File: config.mk
export PLATFORM = sky130hd
export DESIGN_NAME = tile_renderer
export DESIGN_NICKNAME = d
export VERILOG_FILES = /design/src/rtl/tile_renderer.sv
export SDC_FILE = /design/constraint.sdc
export NUM_CORES = 1
export LEC_CHECK = 0
export BUFFER_PORTS_ARGS = -buffer_cell sky130_fd_sc_hd__buf_2
export CAP_MARGIN = 40
export CORE_ASPECT_RATIO = 0.8
export CORE_MARGIN = 2
export CORE_UTILIZATION = 50
export DETAILED_ROUTE_END_ITERATION = 8
export PLACE_DENSITY = 0.79
export SYNTH_ARGS = -nofsm -noshare
export SYNTH_HDL_FRONTEND = slang
export SYNTH_SLANG_ARGS = --single-unit
File: constraint.sdc
create_clock -name clk -period 2.5 [get_ports clk]
set_input_delay 0.125 -clock clk [delete_from_list [all_inputs] [get_ports clk]]
set_output_delay 0.125 -clock clk [all_outputs]
set_load 0.1 [all_outputs]
File: src/rtl/tile_renderer.sv
// Tile-map pixel renderer: scan position -> map RAM fetch -> procedural tile texture, 3 clk latency,
// 1 pixel/clk with no backpressure. Define FOOD_BLINK_EN to blink food tiles on a frame counter.
module tile_renderer #(
  parameter int TILE_LOG2  = 5,
  parameter int MAP_W      = 16,
  parameter int MAP_H      = 16,
  parameter int MAP_AW_X   = 4,
  parameter int MAP_AW_Y   = 4,
  parameter int CH_W       = 4,
  parameter int BLINK_LOG2 = 4
) (
  input  logic                         clk,
  input  logic                         rst,
  input  logic                         pix_valid_i,
  input  logic [9:0]                   pix_x_i,
  input  logic [9:0]                   pix_y_i,
  input  logic                         frame_start_i,
  output logic [MAP_AW_Y+MAP_AW_X-1:0] map_addr_o,
  input  logic [3:0]                   map_data_i,
  output logic                         pix_valid_o,
  output logic [3*CH_W-1:0]            pix_data_o,
  output logic                         out_of_map_o
);

  localparam logic [CH_W-1:0]   CMAX   = '1;
  localparam logic [CH_W-1:0]   CZERO  = '0;
  localparam logic [CH_W-1:0]   CMID   = {1'b1, {(CH_W-1){1'b0}}};
  localparam logic [3*CH_W-1:0] GREEN  = {CZERO, CMAX, CZERO};
  localparam logic [3*CH_W-1:0] BLUE   = {CMAX, CZERO, CZERO};
  localparam logic [3*CH_W-1:0] YELLOW = {CZERO, CMAX, CMAX};
  localparam logic [3*CH_W-1:0] PURPLE = {CMAX, CZERO, CMAX};
  localparam logic [3*CH_W-1:0] GREY   = {CMID, CMID, CMID};
  localparam logic [3*CH_W-1:0] BLACK  = '0;

  logic [9:0] col_full;
  logic [9:0] row_full;
  logic       oob_n;
  logic [4:0] u_n;
  logic [4:0] v_n;

  // Full-width indices so coordinates past the map are flagged rather than wrapped.
  assign col_full = pix_x_i >> TILE_LOG2;
  assign row_full = pix_y_i >> TILE_LOG2;
  assign oob_n    = (col_full >= 10'(MAP_W)) || (row_full >= 10'(MAP_H));
  assign u_n      = pix_x_i[4:0] << (5 - TILE_LOG2);
  assign v_n      = pix_y_i[4:0] << (5 - TILE_LOG2);

  logic       s0_vld, s0_oob, s1_vld, s1_oob;
  logic [4:0] s0_u, s0_v, s1_u, s1_v;

  always_ff @(posedge clk or posedge rst) begin
    if (rst) begin
      s0_vld     <= 1'b0;
      s0_oob     <= 1'b0;
      s0_u       <= '0;
      s0_v       <= '0;
      map_addr_o <= '0;
      s1_vld     <= 1'b0;
      s1_oob     <= 1'b0;
      s1_u       <= '0;
      s1_v       <= '0;
    end else begin
      s0_vld     <= pix_valid_i;
      s0_oob     <= oob_n;
      s0_u       <= u_n;
      s0_v       <= v_n;
      map_addr_o <= oob_n ? '0 : {row_full[MAP_AW_Y-1:0], col_full[MAP_AW_X-1:0]};
      s1_vld     <= s0_vld;
      s1_oob     <= s0_oob;
      s1_u       <= s0_u;
      s1_v       <= s0_v;
    end
  end

  logic food_on;

`ifdef FOOD_BLINK_EN
  logic [BLINK_LOG2:0] frame_cnt;

  always_ff @(posedge clk or posedge rst) begin
    if (rst)
      frame_cnt <= '0;
    else if (frame_start_i)
      frame_cnt <= frame_cnt + 1'b1;
  end

  assign food_on = ~frame_cnt[BLINK_LOG2];
`else
  logic unused_blink;
  assign unused_blink = frame_start_i ^ BLINK_LOG2[0];
  assign food_on      = 1'b1;
`endif

  logic                band_u, band_v, arm_h, arm_v, tail, in_eye, head_body;
  logic [4:0]          eye_u, eye_v;
  logic [3*CH_W-1:0]   colour;

  always_comb begin
    band_u    = (s1_u > 5'd8) && (s1_u < 5'd24);
    band_v    = (s1_v > 5'd8) && (s1_v < 5'd24);
    // Type bit0 picks left/right, bit1 picks up/down for corners and tails.
    arm_h     = band_v && (map_data_i[0] ? (s1_u > 5'd8) : (s1_u < 5'd24));
    arm_v     = band_u && (map_data_i[1] ? (s1_v > 5'd8) : (s1_v < 5'd24));
    tail      = map_data_i[1] ? (band_u && (s1_v[4] == map_data_i[0]))
                              : (band_v && (s1_u[4] == map_data_i[0]));
    eye_u     = 5'd16;
    eye_v     = 5'd16;
    case (map_data_i[1:0])
      2'd0:    eye_u = 5'd10;
      2'd1:    eye_u = 5'd22;
      2'd2:    eye_v = 5'd10;
      default: eye_v = 5'd22;
    endcase
    in_eye    = (s1_u >= eye_u) && (s1_u <= eye_u + 5'd3) &&
                (s1_v >= eye_v) && (s1_v <= eye_v + 5'd3);
    head_body = (s1_u > 5'd4) && (s1_u < 5'd28) && (s1_v > 5'd4) && (s1_v < 5'd28);
    colour    = GREEN;
    case (map_data_i[3:2])
      2'd0: begin
        case (map_data_i[1:0])
          2'd1:    if (band_u && band_v && food_on) colour = YELLOW;
          2'd2:    if (band_v) colour = BLUE;
          2'd3:    if (band_u) colour = BLUE;
          default: colour = GREEN;
        endcase
      end
      2'd1:    if (arm_h || arm_v) colour = BLUE;
      2'd2:    if (tail) colour = BLUE;
      default: begin
        if (in_eye)
          colour = BLACK;
        else if (head_body)
          colour = PURPLE;
      end
    endcase
  end

  always_ff @(posedge clk or posedge rst) begin
    if (rst) begin
      pix_valid_o  <= 1'b0;
      pix_data_o   <= '0;
      out_of_map_o <= 1'b0;
    end else begin
      pix_valid_o  <= s1_vld;
      out_of_map_o <= s1_vld && s1_oob;
      if (!s1_vld)
        pix_data_o <= '0;
      else if (s1_oob)
        pix_data_o <= GREY;
      else
        pix_data_o <= colour;
    end
  end

endmodule

Yosys cells after proc, flatten, opt, wreduce, memory -nomap -nowiden
Cells that the tools add are included.

Magnitude comparators: 14. $add $sub $neg: 2. Equality and inequality tests: 7. Reduce and logical (&&, ||, !) cells: 19. Multiplexer cells: 17.

Operators by type and width (count): 12-bit 2-to-1 mux (8); 12-bit case mux with 3 select lines (2); 5-bit less-than comparator (second input constant) (4); 5-bit case mux with 2 select lines (2); 1-bit logical AND (14); 5-bit by 2-bit adder with 5-bit output (second input constant) (2); 5-bit >= comparator (2); 5-bit >= comparator (second input constant) (2); 5-bit by 3-bit > comparator with 1-bit output (second input constant) (2); 5-bit by 4-bit > comparator with 1-bit output (second input constant) (2); 5-bit less-or-equal comparator (2); 8-bit 2-to-1 mux (1); 2-bit == test (second input constant) (3); 2-bit by 1-bit == test with 1-bit output (second input constant) (2); 2-bit zero test (2); 4-bit 2-to-1 mux (1); 1-bit 2-to-1 mux (3); 1-bit == test (2); 1-bit logical OR (2); 2-bit OR reduction (1).

Output and inout port bits: 22. Bits of input ports: 28. Logic and storage cells: 71. Register bits: 46.

Depth between registers and ports, before layout
Depth after elaboration: 11. Gate-level depth with buffers: 11. Gate-level depth less buffers: 10.

Least setup slack after synthesis
Ideal clock, no wire load.

Path type: input-to-reg. Start point: in map_data_i[0]. End point: reg pix_data_o[7]. Data arrival time: 1942 ps. Setup time: 120 ps. Required time: 2380 ps. Stages on the path: 11. Path buffers: 1. Path slack: 437 ps. Path through: buf_4 -> nor2_1 -> inv_1 -> ha_1 -> inv_1 -> ha_1 -> nand2_1 -> nor3_1 -> o22ai_1 -> or4_1 -> o211a_1.

Longest elaborated chain between the ends: 11. Elaborated cells between the ends (all ways): 31. Those cells by class: add/sub (2); order compare (4); eq/ne (5); mux (11); reduce/logical (9).

Ends and longest elaborated chain: start, declared (RTL line 19) `input logic [3:0] map_data_i,`; 2-bit by 1-bit == test with 1-bit output or 2-bit zero test (tied branches) (RTL line 108, 120); 5-bit case mux with 2 select lines (RTL line 108) `case (map_data_i[1:0])`; 5-bit by 2-bit adder with 5-bit output (RTL line 114) `in_eye = (s1_u >= eye_u) && (s1_u <= eye_u + 5'd3) &&`; 5-bit less-or-equal comparator (RTL line 114); 1-bit logical AND (2 in series) (RTL line 114); 1-bit logical AND (RTL line 115) `(s1_v >= eye_v) && (s1_v <= eye_v + 5'd3);`; 12-bit 2-to-1 mux (RTL line 130) `if (in_eye)`; 12-bit case mux with 3 select lines * (RTL line 118) `case (map_data_i[3:2])`; 12-bit 2-to-1 mux * (RTL line 148) `else if (s1_oob)`; 12-bit 2-to-1 mux * (RTL line 146) `if (!s1_vld)`; end signal, assigned (RTL line 151) `pix_data_o <= colour;`; end, declared (RTL line 21) `output logic [3*CH_W-1:0] pix_data_o,`.

Mark *: on every way between the ends. The rest lies on a longest branch, timed or not.

Worst setup path after layout
Start point: reg s1_v[4]. End point: reg pix_data_o[7].

Longest elaborated chain between the ends: 8. Elaborated cells between the ends (all ways): 28. Those cells by class: order compare (6); eq/ne (1); mux (11); reduce/logical (10).

Ends and longest elaborated chain: start, declared (RTL line 49) `logic [4:0] s0_u, s0_v, s1_u, s1_v;`; start signal, assigned (RTL line 71) `s1_v <= s0_v;`; 5-bit by 3-bit > comparator with 1-bit output, or another cell as far along (RTL line 116) `head_body = (s1_u > 5'd4) && (s1_u < 5'd28) && (s1_v > 5'd4) && (s1_v < 5'd28);`; 1-bit logical AND, or another cell as far along (RTL line 116); 1-bit logical AND, on equally long branches; 12-bit 2-to-1 mux, or another cell as far along (RTL line 132) `else if (head_body)`; 12-bit 2-to-1 mux, on equally long branches (RTL line 130, 127, 128); 12-bit case mux with 3 select lines * (RTL line 118); 12-bit 2-to-1 mux * (RTL line 148); 12-bit 2-to-1 mux * (RTL line 146).

Marks and branches as above.

==> flow_summary_export.csv <==
group,metric,value,unit
setup_path,r2r_start,"s1_v[4]",
synth,yosysWarnings,0,
power_and_ir_drop,p_total,1.591,mW
cells_and_area,fin_area,2340,µm²
sta,finalCritPeriodShare,82.69,%
synth,netlist_area,1856,µm²
global_route,grt_max_degree,41,
setup_path,critical_path_required,2.66,ns
clocking,htreeDepth,2,
clocking,cts_root_buf,"clkbuf_8",
power_and_ir_drop,cellLeakagePower,1.232,nW
synth,synth_top_cell_area_share,53.94,%
sta,fin_ws,0.4328,ns
sta,max_freq,0.4837,GHz
sta,fin_setup_tns,0,ns
route,wire_per_inst,13.74,µm
route,drc,0,
synth,yosysTopAreaCell,"dfrtp_1",
clocking,numCtsBuffers,5,
setup_path,r2r_end,"pix_data_o[7]",
synth,ys_ff_latch,40,
route,first_iter_violations,44,
clocking,cts_tree,"done",
placement,hpwl,2652,µm
placement,gp_congestion,0.8129,
clocking,post_cts_buffers,0,
synth,synth_edf_count,0,
setup_path,reg2regPathDepth,6,
setup_path,startpoint_type,"flop",
status,status,"complete, no violations",
placement,placed_area,2091,µm²
placement,numPortBuffers,48,
synth,yosysMostFrequentCell,"dfrtp_1",
clocking,clk_pin_slew,0.08,ns
synth,ys_types,40,
die,die_y,58.49,µm
die,ios,50,
route,vias,1333,
sta,slew_headroom,67.11,%
sta,period_minus_slack,2.067,ns
die,row_count,19,
cells_and_area,drive_gt1_share,30.09,%
die,coreArea,3495,µm²
setup_path,worstSetupPathType,"reg2reg",
setup_path,r2r_slack,0.43,ns
route,viasPerCell,5.167,
synth,synthCells,157,
synth,synth_nets,202,
clocking,clk_latency,0.28,ns
placement,post-place-ws,0.2316,ns
sta,worst_pin_slew,0.4968,ns
sta,slew_viol_final,0,
sta,setup_viol,0,
setup_path,end_kind,"flop",
setup_path,cp_max_fo,8,
power_and_ir_drop,power_density,679.9,nW/µm²
synth,syn_area_per_cell,11.82,µm²
clocking,cts_sinks,40,
setup_path,crit_path_end,"pix_data_o[7]",
global_route,antenna_found_initial,0,
synth,synth_common_cells,"dfrtp_1, ha_1, inv_1, nand2_1, and2_1",
die,initial_core_util,53.10,%
route,drt_wl_total,3544,µm
synth,synth_area_leaders,"dfrtp_1, ha_1, buf_4",
global_route,grt_pass1_wl,5982,µm
synth,synth-main-ff-cell,"dfrtp_1",
sta,hold_viol,0,
cells_and_area,final_nets,261,
setup_path,worst_ep_arrival_time,2.23,ns
synth,seq_area_frac_synth,53.94,%
power_and_ir_drop,peakVddDrop,0.6153,mV
route,firstDrtPassIters,4,
setup_path,cp-startpoint,"s1_v[4]",
cells_and_area,diodes,0,
worst_hold_path,min_path_type,"in2reg",
job,max_cap_violations,0,
global_route,grt_use_total,18.65,%
route,postRouteAntennaNets,0,
cells_and_area,areaGrowthSynthToFinish,26.10,%
sta,fin_worst_skew,0.007732,ns
global_route,grt.overflow.total,0,
cells_and_area,fillers,273,
sta,rsz0062_at_grt,"no",
die,dieArea,4217,µm²
synth,synthArstFlopShare,100.0,%
die,dieWidth,72.11,µm
global_route,grt_pass1_vias,1336,
clocking,clk_path_buf_depth,2,
-- cells by family (layout without fill, tap and decap cells) --
kind of cell,after synthesis,after routing,share of synthesized area [%]
and+or+nand+nor,44,44,13.82
DFF,40,40,53.94
AOI/OAI and AO/OA,30,30,12.61
buffers and inverters,22,81,6.136
adders and majority gates,17,17,11.46
xor gates and xnor gates,2,2,0.9442
muxes,2,2,1.079
-- state kept, by name, indices dropped and copies added, names as in the netlist --
name and count:
map_addr_o 8, pix_data_o 6, s0_u 5, s0_v 5
s1_u 5, s1_v 5, out_of_map_o 1, pix_valid_o 1
s0_oob 1, s0_vld 1, s1_oob 1, s1_vld 1
-- repair_timing --
item | CTS | global route
gates resized for setup | 0 | 0
hold buffers | 12 | 0
endpoints found under the hold margin | 51 | 0
setup endpoints to repair | 0 | 0
-- layout by cell type (no fill, tap or decap), types with 2 or more instances in the layout --
cell type and count:
o21ai_0 2, nor3_1 3, o31ai_2 2, bufinv_16 2, a31oi_1 3, o211a_1 2
dfrtp_1 40, inv_1 12, nand2_1 11, nor2b_1 3, and3b_1 3, o21a_1 2
mux2i_1 2, and2_1 8, o311a_1 2, dlygate4sd3_1 12, ha_1 17, a21oi_1 7
nor2_1 6, nand3_1 2, nand2b_1 2, clkbuf_8 5, buf_2 48, a21o_1 2
-- worst min-delay path by stage --
stage,start,to,slack (ns),cells past startpoint
2_1_floorplan,pix_x_i[0],s0_u[0],0.16,0
3_3_place_gp,pix_valid_i,s0_vld,0.23,1
3_5_place_dp,pix_y_i[3],s0_v[3],0.23,1
4_1_cts,pix_y_i[7],map_addr_o[6],0.04,2
5_1_grt,pix_y_i[6],map_addr_o[5],0.05,2
6_report,pix_y_i[7],map_addr_o[6],0.05,2
-- per-stage QoR --
stage | util, % | cells | hold slack [ns]
2_1_floorplan | - | 157 | 0.1564
3_3_place_gp | 59.83 | 239 | 0.2335
3_5_place_dp | 59.83 | 239 | 0.2344
4_1_cts | 66.95 | 258 | 0.04395
5_1_grt | 66.95 | 258 | 0.04535
6_report | 66.95 | 258 | 0.04932
-- worst max-delay path, cell delays in order (launching register included) --
cell     delay [ns]
dfrtp_1        0.50
ha_1           0.39
nand2_1        0.10
nor3_2         0.17
o22ai_1        0.15
or4_1          0.49
o211a_1        0.14
-- final cells by class --
| cell class | instances | area (µm²) | share of cell area (%) |
|---|---|---|---|
| Sequential cell | 40 | 1001 | 42.78 |
| Multi-Input combinational cell | 95 | 740.7 | 31.66 |
| Timing Repair Buffer | 61 | 367.9 | 15.72 |
| Clock buffer | 5 | 68.82 | 2.941 |
| Clock inverter | 2 | 60.06 | 2.567 |
| Tap cell | 42 | 52.55 | 2.246 |
| Inverter | 13 | 48.80 | 2.086 |
-- power by group --
group / switching (mW) / internal (mW)
clock: 0.200 / 0.393
sequential: 0.0224 / 0.678
combinational: 0.206 / 0.0920
-- layer usage --
metal | part of all wire (%) | GRT usage, % | vias to the layer above
met3 | 5.6 | 4.966 | 2
met5 | 0 | 0 | -
met4 | 0.40 | 4.043 | 0
met1 | 44 | 23.74 | 635
met2 | 50 | 32.37 | 42
li1 | - | - | 654
Note: power is estimated with default switching activity, not from simulation.
